[config.mk]
export PLATFORM = sky130hd
export DESIGN_NAME = operand_fetch_sequencer
export DESIGN_NICKNAME = d
export VERILOG_FILES = /design/src/rtl/operand_fetch_sequencer.sv
export SDC_FILE = /design/constraint.sdc
export NUM_CORES = 1
export LEC_CHECK = 0
export ABC_AREA = 1
export BUFFER_PORTS_ARGS = -buffer_cell sky130_fd_sc_hd__buf_2
export CAP_MARGIN = 20
export CORE_MARGIN = 3
export CORE_UTILIZATION = 46
export CTS_BUF_LIST = sky130_fd_sc_hd__clkbuf_8
export CTS_CLUSTER_DIAMETER = 200
export CTS_CLUSTER_SIZE = 24
export DETAILED_ROUTE_END_ITERATION = 10
export GPL_ROUTABILITY_DRIVEN = 0
export PLACE_DENSITY = 0.77
export SYNTH_ARGS = -nofsm -noshare
export SYNTH_HDL_FRONTEND = slang
export SYNTH_SLANG_ARGS = --single-unit
[constraint.sdc]
create_clock -name clk -period 1.4 [get_ports clk]
set_clock_uncertainty 0.05 [all_clocks]
set_input_delay 0.21 -clock clk [delete_from_list [all_inputs] [get_ports clk]]
set_output_delay 0.21 -clock clk [all_outputs]
set_load 0.05 [all_outputs]
[src/rtl/operand_fetch_sequencer.sv]
// Operand fetch sequencer: opcode byte plus up to two operand bytes.
// Define FETCH_TIMEOUT_EN to abort a stalled operand fetch after 15 idle cycles.
module operand_fetch_sequencer (
    input  logic       clk,
    input  logic       rst,
    input  logic [7:0] mem_data,
    input  logic       byte_valid,
    output logic       byte_ready,
    output logic [7:0] opcode,
    output logic [7:0] byte_out,
    output logic       set_low,
    output logic       set_high,
    output logic [1:0] instr_len,
    output logic       instr_valid,
    input  logic       instr_ack,
    output logic       timeout_err
);

    typedef enum logic [1:0] {
        FETCH_OP,
        FETCH_LO,
        FETCH_HI,
        DONE
    } state_t;

    state_t     state;
    logic [1:0] len_d;

    function automatic logic [1:0] decode_len(input logic [7:0] op);
        case (op)
            8'h01, 8'h11, 8'h21, 8'h31,
            8'h22, 8'h2A, 8'h32, 8'h3A,
            8'hC3, 8'hCD, 8'hC2, 8'hCA,
            8'hD2, 8'hDA, 8'hE2, 8'hEA,
            8'hF2, 8'hFA, 8'hC4, 8'hCC,
            8'hD4, 8'hDC, 8'hE4, 8'hEC,
            8'hF4, 8'hFC:
                decode_len = 2'd3;
            8'h06, 8'h0E, 8'h16, 8'h1E,
            8'h26, 8'h2E, 8'h36, 8'h3E,
            8'hC6, 8'hCE, 8'hD6, 8'hDE,
            8'hE6, 8'hEE, 8'hF6, 8'hFE,
            8'hD3, 8'hDB:
                decode_len = 2'd2;
            default:
                decode_len = 2'd1;
        endcase
    endfunction

    assign len_d       = decode_len(mem_data);
    assign byte_ready  = (state != DONE);
    assign instr_valid = (state == DONE);

`ifdef FETCH_TIMEOUT_EN
    logic [3:0] idle_cnt;
    logic       fetching;
    logic       tmo_hit;

    assign fetching = (state == FETCH_LO) || (state == FETCH_HI);
    // Fires on the 15th consecutive idle cycle (count 14 -> 15).
    assign tmo_hit  = fetching && !byte_valid && (idle_cnt == 4'd14);

    always_ff @(posedge clk) begin
        if (rst) begin
            idle_cnt    <= 4'd0;
            timeout_err <= 1'b0;
        end else begin
            timeout_err <= tmo_hit;
            if (!fetching || byte_valid || tmo_hit)
                idle_cnt <= 4'd0;
            else
                idle_cnt <= idle_cnt + 4'd1;
        end
    end
`else
    assign timeout_err = 1'b0;
`endif

    always_ff @(posedge clk) begin
        if (rst) begin
            state     <= FETCH_OP;
            opcode    <= 8'h00;
            byte_out  <= 8'h00;
            set_low   <= 1'b0;
            set_high  <= 1'b0;
            instr_len <= 2'd1;
        end else begin
            set_low  <= 1'b0;
            set_high <= 1'b0;
            unique case (state)
                FETCH_OP: begin
                    if (byte_valid) begin
                        opcode    <= mem_data;
                        instr_len <= len_d;
                        state     <= (len_d == 2'd1) ? DONE : FETCH_LO;
                    end
                end
                FETCH_LO: begin
                    if (byte_valid) begin
                        byte_out <= mem_data;
                        set_low  <= 1'b1;
                        state    <= (instr_len == 2'd3) ? FETCH_HI : DONE;
                    end
`ifdef FETCH_TIMEOUT_EN
                    else if (tmo_hit) begin
                        state <= FETCH_OP;
                    end
`endif
                end
                FETCH_HI: begin
                    if (byte_valid) begin
                        byte_out <= mem_data;
                        set_high <= 1'b1;
                        state    <= DONE;
                    end
`ifdef FETCH_TIMEOUT_EN
                    else if (tmo_hit) begin
                        state <= FETCH_OP;
                    end
`endif
                end
                DONE: begin
                    if (instr_ack)
                        state <= FETCH_OP;
                end
            endcase
        end
    end

endmodule

==> flow_summary.ini <==
[detailed_routing]
viasPerCell = 4.86
ant_nets = 0
wl_per_cell_um = 11.4
firstDrtPassIters = 4
wl_mm = 2.33
drt-initial-drc-count = 30
vias = 992
drc = 0

[yosys]
yosysSeqAreaShare_pct = 42.6
synth_area_leaders = dfxtp_1 (43%), o21ai_0 (8.7%), nor2_1 (8.3%)
synth.distinct_cells = 23
yosys_warnings = 0
synth_largest_area_cell = dfxtp_1
syn_nets = 159
yosysMostFrequentCell = nor2_1
synth-seq-cells = 22
netlist_area_sq_um = 1030
yosys-top-cells-count = nor2_1 (23), dfxtp_1 (22), nand2_1 (21), o21ai_0 (18), inv_1 (13)
ys.flop_type = dfxtp_1
synth_top_area_share_pct = 42.6
avgSynthCellArea_sq_um = 7.29
syn_inst = 142
postSynth.asyncResetShare_pct = 0
synth_edf_count = 0

[global_route]
overflow = 0
grt_max_degree = 19
grt_pass1_vias = 841
track_usage_pct = 16.9
antenna_found_initial = 0
grt_pass1_wl_mm = 3.57

[floorplan]
num_io_pins = 35
dieArea_sq_um = 2850
placeableCoreArea_sq_um = 2040
initial_core_util_pct = 50.7
std_cell_rows = 16
die_y_um = 53.4
die_w_um = 53.4

[sta]
hold_ws_ns = 0.122
fmax_mhz = 724
finalCritPeriodShare_pct = 98.7
rsz0062_at_grt = yes
hold_viol = 0
slew_violations = 0
fin_tns_setup_ns = 0
post-route-min-period_ns = 1.38
setup_viol = 0

[clocking]
htreeDepth = 1
clock_path_buffers = 2
clock_sinks = 22
cts_made_buffers = 3
clock_latency_ns = 0.25
clk_pin_slew_ns = 0.08
ctsRootBufferMaster = clkbuf_8
cts_tree = built

[finish]
nets = 195
final_area_sq_um = 1370
antenna_cells = 0
nFillCells = 199
drive_gt1_share_pct = 36.2
area_delta_synth_final_pct = 32.6

[critical_path]
cp.arrival_ns = 1.12
crit_path_max_fanout = 4
worstSetupPathType = reg -> out
start_kind = flop
crit_required_ns = 1.14
worstSetupEndpointType = output port

[status]
outcome = finished, final reports clean

[pwr]
peakVddDrop_mv = 1.58
power_density_nw_per_um2 = 2370
p_leak_nw = 0.683

[worst_hold_path]
hp-class = in -> reg

[flow_run]
cap_violations = 0

[placement]
place_area_sq_um = 1230
dp_hpwl_mm = 1.70
numPortBuffers = 33
[registers in the layout, summed over array words and instances (netlist names)]
signal / cells
instr_len: 2
set_low: 1
set_high: 1
byte_out: 8
opcode: 8
state: 2
[per-stage QoR]
stage,power [W],setup slack [ns],instances,utilization (%)
2_1_floorplan,0.00225,-0.121,142,-
3_3_place_gp,0.00252,0.0300,198,60.4
3_5_place_dp,0.00255,-0.0489,198,60.4
4_1_cts,0.00307,-0.00565,202,64.0
5_1_grt,0.00345,-0.0274,204,67.2
6_report,0.00325,0.0182,204,67.2
[final timing paths]
kind	end	cells past startpoint	from	slack [ns]
max	byte_ready	3	state[0]	0.02
min	set_low	2	rst	0.12
max reg2reg	byte_out[1]	6	state[0]	0.03
min reg2reg	opcode[5]	2	opcode[5]	0.44
[routing by layer]
layer / share of wire, % / GRT usage [%] / vias up
met5: 0 / 0 / -
met4: 1.2 / 7.66 / 0
met3: 7.1 / 2.25 / 4
met2: 46 / 27.8 / 30
met1: 45 / 21.7 / 436
li1: - / - / 522
[cell families (layout without fill, tap and decap cells)]
family	Yosys count	after routing	synth area share [%]
flip-flops	22	22	42.6
AO/OA/AOI/OAI	35	35	17.3
AND/OR/NAND/NOR	56	56	24.2
buffers and inverters	23	58	9.55
adder cells (fa/ha/maj)	5	5	6.05
other	1	1	0.362
[what timing repair did]
action / 4_1_cts / 5_1_grt
resized for setup: 7 / 17
endpoints found under the setup margin: 7 / 11
hold buffers: 0 / 0
buffers inserted: 0 / 2
pin swaps: 1 / 2
[final cells by class]
class | instances | area (sq um) | share of cell area, %
Clock buffer | 4 | 55.1 | 4.01
Sequential cell | 22 | 448 | 32.6
Inverter | 19 | 92.6 | 6.75
Multi-Input combinational cell | 97 | 561 | 40.8
Timing Repair Buffer | 35 | 183 | 13.3
Tap cell | 27 | 33.8 | 2.46
[layout by cell type, fill, tap and decap left out]
cell	count
o22ai_2	1
inv_4	1
clkbuf_4	1
clkinv_1	1
inv_1	10
nand2_2	2
dfxtp_1	20
buf_4	2
a21oi_1	12
nor2_4	1
ha_4	3
ha_1	1
conb_1	1
nand2_4	1
inv_2	3
nand3b_2	1
clkbuf_8	4
nor2_1	23
clkinvlp_4	1
ha_2	1
nor3_4	1
nor2_2	3
o211ai_1	1
o21ai_1	7
inv_6	1
nand3_2	1
nand4_1	1
clkinv_4	2
o21ai_0	14
nand2_1	20
dfxtp_4	2
nand3_1	2
buf_2	32
[worst max-delay path: stages (launching register included)]
cell and delay [ns]:
dfxtp_4 0.41, ha_4 0.16, clkinvlp_4 0.08, clkbuf_4 0.21
[power by group]
group          switching, W  leakage (nW)  internal (W)
sequential         0.000153         0.183      0.000850
combinational       0.00128         0.472      0.000519
clock              0.000195        0.0288      0.000250
(Power assumes the default switching activity.)
